==> config.mk <==
export PLATFORM = sky130hd
export DESIGN_NAME = multicycle_ctrl
export DESIGN_NICKNAME = d
export VERILOG_FILES = /design/src/rtl/multicycle_ctrl.sv
export SDC_FILE = /design/constraint.sdc
export NUM_CORES = 1
export LEC_CHECK = 0
export CORE_MARGIN = 1.5
export CORE_UTILIZATION = 50
export DETAILED_ROUTE_END_ITERATION = 16
export MAX_ROUTING_LAYER = met4
export PLACE_DENSITY = 0.9
export SLEW_MARGIN = 20
export SYNTH_ARGS = -nofsm -noshare
export SYNTH_HDL_FRONTEND = slang
export SYNTH_SLANG_ARGS = --single-unit
==> constraint.sdc <==
create_clock -name clk -period 2.2 [get_ports clk]
set_input_delay 0.22 -clock clk [delete_from_list [all_inputs] [get_ports clk]]
set_output_delay 0.22 -clock clk [all_outputs]
set_load 0.05 [all_outputs]
==> src/rtl/multicycle_ctrl.sv <==
// Multicycle sequencer for the MIPS-subset datapath: fetch/decode/exec/mem/wb
// timing, write-strobe gating and bounded memory-wait timeout.
module multicycle_ctrl #(
    parameter int TIMEOUT = 16,
    parameter int CNT_W   = 32
) (
    input  logic             clk,
    input  logic             reset,
    input  logic             run,
    input  logic             imemReady,
    input  logic             dmemReady,
    input  logic [1:0]       pcSrcCtrl,
    input  logic [1:0]       regDInCtrl,
    input  logic             regWe,
    input  logic             dmWe,
    output logic             irWe,
    output logic             imemReq,
    output logic             dmemReq,
    output logic             dmemWe,
    output logic             regFileWe,
    output logic             pcWe,
    output logic [1:0]       pcSel,
    output logic [2:0]       state,
    output logic             err,
    output logic [CNT_W-1:0] instrCount
);

    localparam int WW = (TIMEOUT > 1) ? $clog2(TIMEOUT) : 1;
    localparam logic [WW-1:0] LIM = WW'(TIMEOUT - 1);

    typedef enum logic [2:0] {
        S_IDLE   = 3'd0,
        S_FETCH  = 3'd1,
        S_DECODE = 3'd2,
        S_EXEC   = 3'd3,
        S_MEM    = 3'd4,
        S_WB     = 3'd5,
        S_ERR    = 3'd6,
        S_BAD    = 3'd7
    } state_t;

    state_t           r_state;
    logic [WW-1:0]    r_wait;
    logic [1:0]       r_pcSel;
    logic [1:0]       r_regDIn;
    logic             r_regWe;
    logic             r_dmWe;
    logic [CNT_W-1:0] r_cnt;

    logic w_irWe;
    logic w_imemReq;
    logic w_dmemReq;
    logic w_dmemWe;
    logic w_regFileWe;
    logic w_pcWe;
    logic w_toMem;

    // Loads and stores both take the MEM detour; the latched fields decide.
    assign w_toMem = r_dmWe || (r_regDIn == 2'b01);

    always_comb begin
        w_irWe      = 1'b0;
        w_imemReq   = 1'b0;
        w_dmemReq   = 1'b0;
        w_dmemWe    = 1'b0;
        w_regFileWe = 1'b0;
        w_pcWe      = 1'b0;
        case (r_state)
            S_FETCH: begin
                w_imemReq = 1'b1;
                w_irWe    = imemReady;
            end
            S_EXEC: begin
                w_pcWe = !w_toMem && !r_regWe;
            end
            S_MEM: begin
                w_dmemReq = 1'b1;
                w_dmemWe  = r_dmWe && dmemReady;
                w_pcWe    = r_dmWe && dmemReady;
            end
            S_WB: begin
                w_regFileWe = 1'b1;
                w_pcWe      = 1'b1;
            end
            default: ;
        endcase
    end

    always_ff @(posedge clk) begin
        if (reset) begin
            r_state  <= S_IDLE;
            r_wait   <= '0;
            r_pcSel  <= '0;
            r_regDIn <= '0;
            r_regWe  <= 1'b0;
            r_dmWe   <= 1'b0;
            r_cnt    <= '0;
        end else begin
            if (w_pcWe)
                r_cnt <= r_cnt + CNT_W'(1);
            case (r_state)
                S_IDLE: begin
                    r_wait <= '0;
                    if (run)
                        r_state <= S_FETCH;
                end
                S_FETCH: begin
                    if (imemReady)
                        r_state <= S_DECODE;
                    else if (r_wait == LIM)
                        r_state <= S_ERR;
                    else
                        r_wait <= r_wait + WW'(1);
                end
                S_DECODE: begin
                    r_pcSel  <= pcSrcCtrl;
                    r_regDIn <= regDInCtrl;
                    r_regWe  <= regWe;
                    r_dmWe   <= dmWe;
                    r_state  <= S_EXEC;
                end
                S_EXEC: begin
                    r_wait <= '0;
                    if (r_dmWe && r_regWe)
                        r_state <= S_ERR;
                    else if (w_toMem)
                        r_state <= S_MEM;
                    else if (r_regWe)
                        r_state <= S_WB;
                    else
                        r_state <= run ? S_FETCH : S_IDLE;
                end
                S_MEM: begin
                    if (dmemReady) begin
                        r_wait <= '0;
                        if (r_dmWe)
                            r_state <= run ? S_FETCH : S_IDLE;
                        else
                            r_state <= S_WB;
                    end else if (r_wait == LIM) begin
                        r_state <= S_ERR;
                    end else begin
                        r_wait <= r_wait + WW'(1);
                    end
                end
                S_WB: begin
                    r_wait  <= '0;
                    r_state <= run ? S_FETCH : S_IDLE;
                end
                S_ERR: r_state <= S_ERR;
                default: r_state <= S_ERR;
            endcase
        end
    end

    assign irWe       = w_irWe;
    assign imemReq    = w_imemReq;
    assign dmemReq    = w_dmemReq;
    assign dmemWe     = w_dmemWe;
    assign regFileWe  = w_regFileWe;
    assign pcWe       = w_pcWe;
    assign pcSel      = r_pcSel;
    assign state      = r_state;
    assign err        = (r_state == S_ERR);
    assign instrCount = r_cnt;

endmodule

==> implementation parameters <==
Parameter                              Value

Run status
  Run status ... finished clean

Cells and area
  Final std cells w/o fill ... 386
  Final standard cell area without fillers ... 3210 µm²
  P&R area growth vs syn ... 33.3%
  Antenna fix cells ... 0
  Ratio of cells with drive above 1 in the final layout ... 0.160
  Share of the core filled with cells ... 0.683
  Layout fillers ... 393
  Net count reported at finish ... 344

Place
  DP Cell Count ... 378
  Area after DPL ... 3100 µm²
  Post-detailed-placement half-perimeter wirelength ... 4.09 mm
  RePlAce Congestion ... 0.875
  Port-buffer cells ... 54
  Pre-CTS setup slack ... 0.0338 ns

Power
  Cell Pwr Density ... 559 nW/µm²
  Leakage Power ... 0.00113 µW
  Maximum vdd ir drop ... 0.432 mV

Synthesis
  Syn nets ... 283
  Flops & latches, synth ... 45
  Prevailing post-synth register cell ... sky130_fd_sc_hd__dfxtp_1
  Library cell occupying the most area in the post-synthesis netlist ... sky130_fd_sc_hd__dfxtp_1
  Leading cell types by count after synthesis ... sky130_fd_sc_hd__dfxtp_1 (45), sky130_fd_sc_hd__nor2_1 (37), sky130_fd_sc_hd__a21oi_1 (19)
  Count of mapped cells out of synthesis ... 270
  Number of unique standard cell types used by synthesis ... 55
  Share of synthesized area occupied by flip-flops and latches ... 0.375
  Ys async rst share ... 0
  Number of warnings issued by yosys ... 0
  Cells taking the most area after synthesis ... sky130_fd_sc_hd__dfxtp_1 (37%), sky130_fd_sc_hd__nor2_1 (5.8%), sky130_fd_sc_hd__a21oi_1 (4.0%), sky130_fd_sc_hd__xnor2_1 (3.6%), sky130_fd_sc_hd__xor2_1 (3.6%)
  Mean instance size in the synthesized netlist ... 8.91 µm²
  Share of Yosys cell area claimed by the top area cell type ... 0.375
  Dominant cell by count in the synthesized netlist ... sky130_fd_sc_hd__dfxtp_1
  Cell Area, Synth ... 2400 µm²
  Count of flip-flops with a built-in enable after synthesis ... 0

Detailed routing
  Total vias in the final route ... 2247
  Post-detailed-route wirelength per cell ... 14.9 µm
  Detailed-routed wire length on met2 ... 2.69 mm
  DRC ... 0
  Number of nets still failing antenna checks after routing ... 0
  First drt pass iteration count ... 4
  Routed metal-1 wirelength ... 2.63 mm
  Detailed-routed wire length on met3 ... 300 µm
  Uppermost layer routed ... met4
  Vias per std cell ... 5.82
  Wirelength, routed ... 5.76 mm
  Initial detailed-routing violation count ... 92

Floorplan
  IO Count ... 55
  Initial cell density of the core ... 0.513
  Die X-Extent ... 72.4 µm
  Floorplan die area ... 5230 µm²
  Height of the die ... 72.4 µm
  Floorplan row count ... 25
  Placeable core region ... 4690 µm²

Critical path
  Type of the setup path with the least slack ... register to primary output
  Required time of the worst setup path ... 1.98 ns
  Cells on worst reg2reg path ... 6
  Crit-path max FO ... 15
  R2R Path End ... instrCount[29]$_SDFFE_PP0P_
  Critical Path Source Type ... register
  Register-to-register setup slack ... 0.22 ns
  Critical path arrival ... 1.84 ns
  Type of element capturing the critical path ... primary output
  Critical path capture point ... pcWe
  RR Startpoint ... state[0]$_SDFFE_PP0P_
  Crit. Startpoint ... state[0]$_SDFFE_PP0P_

Global route
  GRT Total Usage ... 0.248
  Via count of the first global-routing pass ... 2142
  Wire length of the first global-routing pass ... 9.94 mm
  Maximum number of pins on one net before global-route repair ... 20
  Overflow left after global routing ... 0
  Antenna violations before repair ... 0

Clock tree
  Library cell used as clock root buffer ... sky130_fd_sc_hd__clkbuf_8
  Clock net sink count ... 45
  Post-CTS Hold Buffers ... 0
  Setup repair bufs after CTS ... 0
  Clock latency on the worst-skew pair ... 0.30 ns
  Clock buffers created by TritonCTS ... 5
  CTS tree ... done
  CTS H-tree lvls ... 2
  Clock Path Buffers ... 2
  Worst-path clk slew ... 0.08 ns

STA
  Final Hold Fails ... 0
  Finish-stage setup viols ... 0
  Final min period ... 2.06 ns
  Worst Setup Slack, final ... 0.142 ns
  Share of the clock period used by the worst path after layout ... 0.936
  Sum of negative setup slack ... 0 ns
  Setup repair after global routing missed its margin ... false
  Number of pins exceeding their max-slew limit in the final report ... 0
  Slew @ Worst Pin ... 0.596 ns
  Largest clock skew in the final design ... 0.00506 ns
  Highest clock frequency the design can meet ... 486 MHz
  Rel. slew slack ... 0.601

Run
  Max-capacitance violation count ... 0

Min path
  Hold Crit Class ... register to register
[critical path, cell delays in order (launching register included)]
cell,delay (ns)
sky130_fd_sc_hd__dfxtp_4,0.45
sky130_fd_sc_hd__nand3b_1,0.16
sky130_fd_sc_hd__or4_4,0.55
sky130_fd_sc_hd__nand2_1,0.21
sky130_fd_sc_hd__buf_12,0.17
[kinds of logic after synthesis]
| family | after synthesis | share of synthesized area |
|---|---|---|
| AOI/OAI and AO/OA | 67 | 0.206 |
| muxes | 8 | 0.0338 |
| xor gates and xnor gates | 20 | 0.0728 |
| adders and majority gates | 2 | 0.0104 |
| DFF | 45 | 0.375 |
| and+or+nand+nor | 107 | 0.262 |
| buffers and inverters | 21 | 0.0401 |
[power by group]
part           total [µW]  internal, µW  switching [µW]
sequential            882           840            42.9
combinational         348           144             204
clock                 563           284             279
[cells in the final DEF, fill, tap and decap left out, types with 8 or more instances in the layout]
cell type and instances:
sky130_fd_sc_hd__nand2_1 12, sky130_fd_sc_hd__nand3_1 8, sky130_fd_sc_hd__dfxtp_1 43, sky130_fd_sc_hd__o21ai_0 14, sky130_fd_sc_hd__buf_4 17, sky130_fd_sc_hd__a21oi_1 19
sky130_fd_sc_hd__xor2_1 10, sky130_fd_sc_hd__clkdlybuf4s50_1 47, sky130_fd_sc_hd__nor2_1 36, sky130_fd_sc_hd__xnor2_1 10
[repair_timing]
action	in CTS	in global routing
setup endpoints to repair	1	4
resized for setup	1	2
endpoints found under the hold margin	0	0
[layer usage]
metal  up-vias  global-route usage
met5         -                   -
met4         0               0.109
met3        16              0.0486
met2        74               0.382
met1      1047               0.316
li1       1110                   -
[area by class of cell]
type / instances / area (µm²) / share of cell area
Tap cell: 54 / 67.6 / 0.0211
Timing Repair Buffer: 68 / 671 / 0.209
Inverter: 7 / 26.3 / 0.00820
Clock inverter: 1 / 5.00 / 0.00156
Clock buffer: 7 / 96.3 / 0.0301
Sequential cell: 45 / 906 / 0.283
Multi-Input combinational cell: 204 / 1430 / 0.447
[metrics by stage]
stage	hold slack [ns]	total power (µW)
final	0.499	1790
after floorplan	0.367	1120
after detailed placement	0.490	1240
after CTS	0.505	1800
after global placement	0.469	1230
after global routing	0.512	1860
[registers in the layout, summed over array words and instances, names as in the netlist]
signal      cells
r_regWe         1
r_regDIn        2
pcSel           2
instrCount     32
r_wait          4
r_dmWe          1
state           3
[how the worst min path moves through the flow]
stage	start	end	slack, ns	cells after the start
global placement	r_regDIn[0]$_SDFFE_PP0P_	r_regDIn[0]$_SDFFE_PP0P_	0.47	2
detailed placement	instrCount[31]$_SDFFE_PP0P_	instrCount[31]$_SDFFE_PP0P_	0.49	2
CTS	instrCount[16]$_SDFFE_PP0P_	instrCount[16]$_SDFFE_PP0P_	0.51	2
global route	instrCount[16]$_SDFFE_PP0P_	instrCount[16]$_SDFFE_PP0P_	0.51	2
floorplan	regDInCtrl[0]	r_regDIn[0]$_SDFFE_PP0P_	0.37	2
finish	instrCount[16]$_SDFFE_PP0P_	instrCount[16]$_SDFFE_PP0P_	0.50	2
(Power assumes the default switching activity.)
